--- config.mk ---
export PLATFORM = sky130hd
export DESIGN_NAME = bus_arbiter
export DESIGN_NICKNAME = d
export VERILOG_FILES = /design/src/rtl/bus_arbiter_pkg.sv /design/src/rtl/bus_arbiter_rr_pick.sv /design/src/rtl/bus_arbiter.sv
export SDC_FILE = /design/constraint.sdc
export NUM_CORES = 1
export LEC_CHECK = 0
export CAP_MARGIN = 20
export CORE_AREA = 2 2 156 158
export CTS_BUF_LIST = sky130_fd_sc_hd__clkbuf_2
export DETAILED_ROUTE_END_ITERATION = 8
export DIE_AREA = 0 0 158 160
export SLEW_MARGIN = 20
export SYNTH_ARGS = -nofsm -noshare
export SYNTH_HDL_FRONTEND = slang
export SYNTH_SLANG_ARGS = --single-unit
--- constraint.sdc ---
create_clock -name clk -period 5.7 [get_ports clk]
set_input_delay 1.14 -clock clk [delete_from_list [all_inputs] [get_ports clk]]
set_output_delay 1.14 -clock clk [all_outputs]
set_load 0.03 [all_outputs]
--- src/rtl/bus_arbiter_pkg.sv ---
// Shared constants and state encoding for the four-master round-robin bus arbiter.
package bus_arbiter_pkg;

    localparam int NUM_MASTERS = 4;
    localparam int IDX_W       = 2;
    localparam int ADDR_W      = 30;
    localparam int DATA_W      = 32;

    typedef enum logic {
        IDLE  = 1'b0,
        OWNED = 1'b1
    } arb_state_e;

endpackage

--- src/rtl/bus_arbiter_rr_pick.sv ---
// Combinational round-robin winner search: first requester at or above start, wrapping,
// ignoring any master flagged in the exclude mask.
module rr_pick
    import bus_arbiter_pkg::*;
(
    input  logic [NUM_MASTERS-1:0] req,
    input  logic [IDX_W-1:0]       start,
    input  logic [NUM_MASTERS-1:0] excl,
    output logic [IDX_W-1:0]       idx,
    output logic                   vld
);

    logic [IDX_W-1:0] pos;

    // Walk from the farthest offset down so the nearest eligible master is written last.
    always_comb begin
        idx = '0;
        vld = 1'b0;
        pos = '0;
        for (int k = NUM_MASTERS - 1; k >= 0; k--) begin
            pos = start + IDX_W'(k);
            if (req[pos] && !excl[pos]) begin
                idx = pos;
                vld = 1'b1;
            end
        end
    end

endmodule

--- src/rtl/bus_arbiter.sv ---
// Four-master round-robin bus arbiter with a registered one-hot grant and shared-bus mux.
// Optional ownership timeout is built when BUS_ARB_TIMEOUT_EN is defined.
module bus_arbiter
    import bus_arbiter_pkg::*;
#(
    parameter int TIMEOUT_CYC = 255
) (
    input  logic                          clk,
    input  logic                          rst,
    input  logic [NUM_MASTERS-1:0]        m_req,
    output logic [NUM_MASTERS-1:0]        m_grnt,
    input  logic [NUM_MASTERS*ADDR_W-1:0] m_addr,
    input  logic [NUM_MASTERS-1:0]        m_as,
    input  logic [NUM_MASTERS-1:0]        m_rw,
    input  logic [NUM_MASTERS*DATA_W-1:0] m_wr_data,
    output logic [NUM_MASTERS-1:0]        m_rdy,
    output logic [DATA_W-1:0]             m_rd_data,
    output logic [ADDR_W-1:0]             s_addr,
    output logic                          s_as,
    output logic                          s_rw,
    output logic [DATA_W-1:0]             s_wr_data,
    input  logic                          s_rdy,
    input  logic [DATA_W-1:0]             s_rd_data,
    output logic [IDX_W-1:0]              owner,
    output logic                          owner_vld,
    output logic                          timeout_err
);

    if (TIMEOUT_CYC < 1 || TIMEOUT_CYC > 255) begin : g_bad_timeout
        $error("bus_arbiter: TIMEOUT_CYC must be within 1..255");
    end

    arb_state_e             state_q, state_d;
    logic [IDX_W-1:0]       rr_q, rr_d;
    logic [IDX_W-1:0]       owner_q, owner_d;
    logic [NUM_MASTERS-1:0] grnt_q, grnt_d;
    logic                   owner_vld_q, owner_vld_d;
    logic                   timeout_err_q, timeout_err_d;

    logic                   owner_req;
    logic                   timeout_hit;
    logic [NUM_MASTERS-1:0] excl;
    logic [IDX_W-1:0]       pick_idx;
    logic                   pick_vld;

    assign owner_req = m_req[owner_q];
    assign excl      = (state_q == OWNED) ? (NUM_MASTERS'(1) << owner_q) : '0;

`ifdef BUS_ARB_TIMEOUT_EN
    logic [7:0] cnt_q, cnt_d;

    assign timeout_hit = (state_q == OWNED) && owner_req && (cnt_q == 8'(TIMEOUT_CYC - 1));

    always_comb begin
        if (grnt_d != grnt_q) begin
            cnt_d = '0;
        end else if (state_q == OWNED) begin
            cnt_d = cnt_q + 8'd1;
        end else begin
            cnt_d = cnt_q;
        end
    end

    always_ff @(posedge clk) begin
        if (rst) begin
            cnt_q <= '0;
        end else begin
            cnt_q <= cnt_d;
        end
    end
`else
    assign timeout_hit = 1'b0;
`endif

    rr_pick u_rr_pick (
        .req   (m_req),
        .start (rr_q),
        .excl  (excl),
        .idx   (pick_idx),
        .vld   (pick_vld)
    );

    always_comb begin
        state_d       = state_q;
        rr_d          = rr_q;
        owner_d       = owner_q;
        grnt_d        = grnt_q;
        owner_vld_d   = owner_vld_q;
        timeout_err_d = 1'b0;
        case (state_q)
            IDLE: begin
                if (pick_vld) begin
                    state_d     = OWNED;
                    grnt_d      = NUM_MASTERS'(1) << pick_idx;
                    owner_d     = pick_idx;
                    owner_vld_d = 1'b1;
                    rr_d        = pick_idx + IDX_W'(1);
                end
            end
            OWNED: begin
                if (!owner_req || timeout_hit) begin
                    timeout_err_d = timeout_hit;
                    // A timed-out master moves the pointer past itself even when another master wins.
                    if (timeout_hit) begin
                        rr_d = owner_q + IDX_W'(1);
                    end else if (pick_vld) begin
                        rr_d = pick_idx + IDX_W'(1);
                    end
                    if (pick_vld) begin
                        grnt_d  = NUM_MASTERS'(1) << pick_idx;
                        owner_d = pick_idx;
                    end else begin
                        state_d     = IDLE;
                        grnt_d      = '0;
                        owner_d     = '0;
                        owner_vld_d = 1'b0;
                    end
                end
            end
            default: begin
                state_d     = IDLE;
                grnt_d      = '0;
                owner_d     = '0;
                owner_vld_d = 1'b0;
            end
        endcase
    end

    always_ff @(posedge clk) begin
        if (rst) begin
            state_q       <= IDLE;
            rr_q          <= '0;
            owner_q       <= '0;
            grnt_q        <= '0;
            owner_vld_q   <= 1'b0;
            timeout_err_q <= 1'b0;
        end else begin
            state_q       <= state_d;
            rr_q          <= rr_d;
            owner_q       <= owner_d;
            grnt_q        <= grnt_d;
            owner_vld_q   <= owner_vld_d;
            timeout_err_q <= timeout_err_d;
        end
    end

    always_comb begin
        s_addr    = '0;
        s_as      = 1'b0;
        s_rw      = 1'b0;
        s_wr_data = '0;
        if (owner_vld_q) begin
            s_addr    = m_addr[owner_q*ADDR_W +: ADDR_W];
            s_as      = m_as[owner_q];
            s_rw      = m_rw[owner_q];
            s_wr_data = m_wr_data[owner_q*DATA_W +: DATA_W];
        end
    end

    assign m_grnt      = grnt_q;
    assign owner       = owner_q;
    assign owner_vld   = owner_vld_q;
    assign timeout_err = timeout_err_q;
    assign m_rdy       = {NUM_MASTERS{s_rdy}} & grnt_q;
    assign m_rd_data   = s_rd_data;

endmodule

==> flow_metrics.py <==
metrics = {
    "floorplan": {
        "die_w_um": 158,
        "start_util_pct": 12.2,
        "die_area_um2": 25300,
        "die_h_um": 160,
        "rows": 57,
        "io_pins": 403,
        "core_area_um2": 23800,
    },
    "finish": {
        "multi_input_area_um2": 2330,
        "postLayoutCoreUtil_pct": 26.8,
        "final_area_um2": 6380,
        "finalNonFillerCells": 880,
        "nNetsFinal": 856,
        "seq_area_um2": 211,
        "fillers": 2546,
        "area.growth.synth_to_final_pct": 119,
        "drive_gt1_share_pct": 14.2,
    },
    "synth": {
        "syn_area_um2": 2910,
        "synth-main-ff-cell": "dfxtp_1",
        "synth_edf_count": 0,
        "synth_cell_types": 36,
        "synth_warnings": 0,
        "synth-seq-cells": 10,
        "syn_area_per_cell_um2": 10.9,
        "synth_area_leaders": "mux4_2 (50%), and2_1 (15%), buf_4 (8.5%), dfxtp_1 (6.9%), ha_1 (2.2%)",
        "synth.top_cell.area_share_pct": 49.5,
        "seq_area_frac_synth_pct": 6.88,
        "syn-num-nets": 568,
        "async_flop_share_pct": 0,
        "synth_area_leader_cell": "mux4_2",
        "synthCells": 268,
    },
    "pwr": {
        "p_leak_nw": 2.16,
        "seqPwrFrac_pct": 16.1,
        "clkPwrFrac_pct": 3.9,
        "intPower_uw": 599,
        "power_density_nw_per_um2": 161,
        "ir_drop_v": 0.000131,
        "pwr-share-comb_pct": 80.0,
        "swShare_pct": 41.8,
        "p_sw_uw": 430,
    },
    "critical_path": {
        "worstReg2RegStart": "owner[0]",
        "endpoint_kind": "primary output",
        "startpoint_type": "flop",
        "crit_slowest_cell": "dfxtp_4",
        "cp_slowest_stage_delay_ns": 0.87,
        "cp_data_required_time_ns": 4.56,
        "crit_arrival_ns": 3.01,
        "r2r_end": "owner[0]",
        "crit_chain": "buf_4 > mux4_2 > and2_1 > clkdlybuf4s50_1",
        "reg2reg_depth": 9,
        "r2r_setup_slack_ns": 2.77,
        "crit_path_max_fanout": 42,
        "setup.worst_path.class": "flop to primary output",
    },
    "placement": {
        "dpl.cell_count": 875,
        "hpwlAfterDp_um": 13600,
        "portBuffers": 337,
        "gp_congestion": 0.792,
        "placed_area_um2": 6360,
        "pre_cts_slack_ns": 1.69,
    },
    "global_route": {
        "grt_usage_pct": 11.7,
        "grt.overflow.total": 0,
        "grt_max_degree": 67,
        "antenna_found_initial": 1,
        "grt_pass1_vias": 3596,
        "grt_pass1_wl_um": 22600,
    },
    "drt": {
        "via_count": 3392,
        "drt_pre_antenna_iters": 4,
        "postRouteAntennaNets": 0,
        "finalWirelength_um": 16300,
        "wire_per_inst_um": 18.6,
        "vias_per_cell": 3.85,
        "drc": 0,
        "drtIter0Drc": 105,
    },
    "sta": {
        "period_share_pct": 72.8,
        "skew_ns": 0.000448,
        "maxSlewViolCount": 0,
        "fin_crit_ns": 4.15,
        "setup_ws_ns": 1.55,
        "clock.fmax_mhz": 241,
        "setup_viol": 0,
        "rsz0062_at_grt": "false",
        "fin_tns_setup_ns": 0,
        "tightest_slew_ns": 0.773,
        "slew-limit-headroom_pct": 48.5,
        "final-hold-violation-count": 0,
    },
    "clock_network": {
        "clock_sinks": 10,
        "cts_hold_buf": 0,
        "cts_setup_buffers": 0,
        "insertion_delay_ns": 0.25,
        "root_buffer": "clkbuf_2",
        "cts_buffers": 3,
        "cts_tree": "yes",
        "path_clk_slew_ns": 0.10,
        "clockBufferDepth": 2,
        "cts_max_level": 1,
        "cts_resized": 0,
    },
    "flow_run": {
        "cap_violations": 0,
    },
    "run_status": {
        "status": "complete, no violations",
    },
    "min_path": {
        "hp-class": "flop to flop",
        "worstHoldPathCells": 2,
        "worstHoldStart": "rr_q[0]",
        "worstHoldEndpoint": "rr_q[0]",
    },
}
critical path: cells and delay by family, from the launching register on:
| kind | cells | cell delay [ns] |
|---|---|---|
| flops | 1 | 0.87 |
| simple gates | 1 | 0.19 |
| buf+inv | 2 | 1.09 |
| mux | 1 | 0.58 |
power groups by stage:
stage	Sequential [mW]	Clock, mW	Combinational (mW)
after floorplan	0.113	0	0.546
after global placement	0.173	0	0.825
after detailed placement	0.174	0	0.826
after CTS	0.172	0.0426	0.832
after global routing	0.178	0.0461	0.873
final	0.166	0.0400	0.823
flip-flops by register name (all words and copies together), names as in the netlist:
name and cells:
owner 2, m_grnt 4, owner_vld 1, rr_q 2
state_q 1
cells by family after synthesis:
kind of cell    synth area share (%)
fa+ha+maj                       2.15
flops                           6.88
compound gates                  6.45
mux                             51.7
buf+inv                         13.1
other cells                    0.129
simple gates                    19.6
cell usage after synthesis, types with 5 or more instances:
cell type  count
inv_1          6
nand2_1        5
a22oi_1        5
clkbuf_1      12
and2_1        69
buf_2         11
a21oi_1        5
buf_4         33
mux4_2        64
ha_1           5
dfxtp_1       10
nor2_1        10
worst max path at each step:
stage              from       endpoint  slack (ns)  cells past startpoint
2_1_floorplan  owner[0]      s_addr[0]        2.50                      5
3_3_place_gp    m_as[3]           s_as        1.67                      4
3_5_place_dp    m_as[2]           s_as        1.69                      4
4_1_cts        owner[0]  s_wr_data[22]        1.44                      4
5_1_grt        owner[0]  s_wr_data[22]        1.31                      4
6_report       owner[0]  s_wr_data[22]        1.55                      4
final cells by class:
class	instances	area share, %
clock buffer	3	0.235
antenna	1	0.0392
tap	324	6.35
clock inverter	1	0.0588
sequential	10	3.31
timing repair buffer	340	53.2
multi-input combinational	195	36.5
inverter	6	0.353
metal layers:
metal / GRT usage [%] / share of wire, % / routed length, um
met4: 1.72 / 1.2 / 189
met5: 0 / 0.080 / 13
met2: 19.6 / 47 / 7670
met3: 3.20 / 10 / 1660
met1: 15.4 / 42 / 6800
cells in the final DEF (no fill, tap or decap), types with 2 or more instances in the layout:
cell / count
clkdlybuf4s50_1: 337
and2_1: 69
mux4_2: 64
nor2_1: 10
dfxtp_1: 7
inv_1: 6
nand2_1: 5
a21oi_1: 5
a22oi_1: 5
ha_1: 5
mux2i_1: 4
nand3b_1: 3
clkbuf_2: 3
dfxtp_4: 3
buf_4: 3
o21ai_0: 2
o22ai_1: 2
a21o_1: 2
mux2_2: 2
metrics by stage:
step	total power [mW]	hold WS, ns
2_1_floorplan	0.660	0.494
3_3_place_gp	0.998	0.520
4_1_cts	1.05	0.541
3_5_place_dp	1.00	0.526
5_1_grt	1.10	0.602
6_report	1.03	0.541
(Power assumes the default switching activity.)
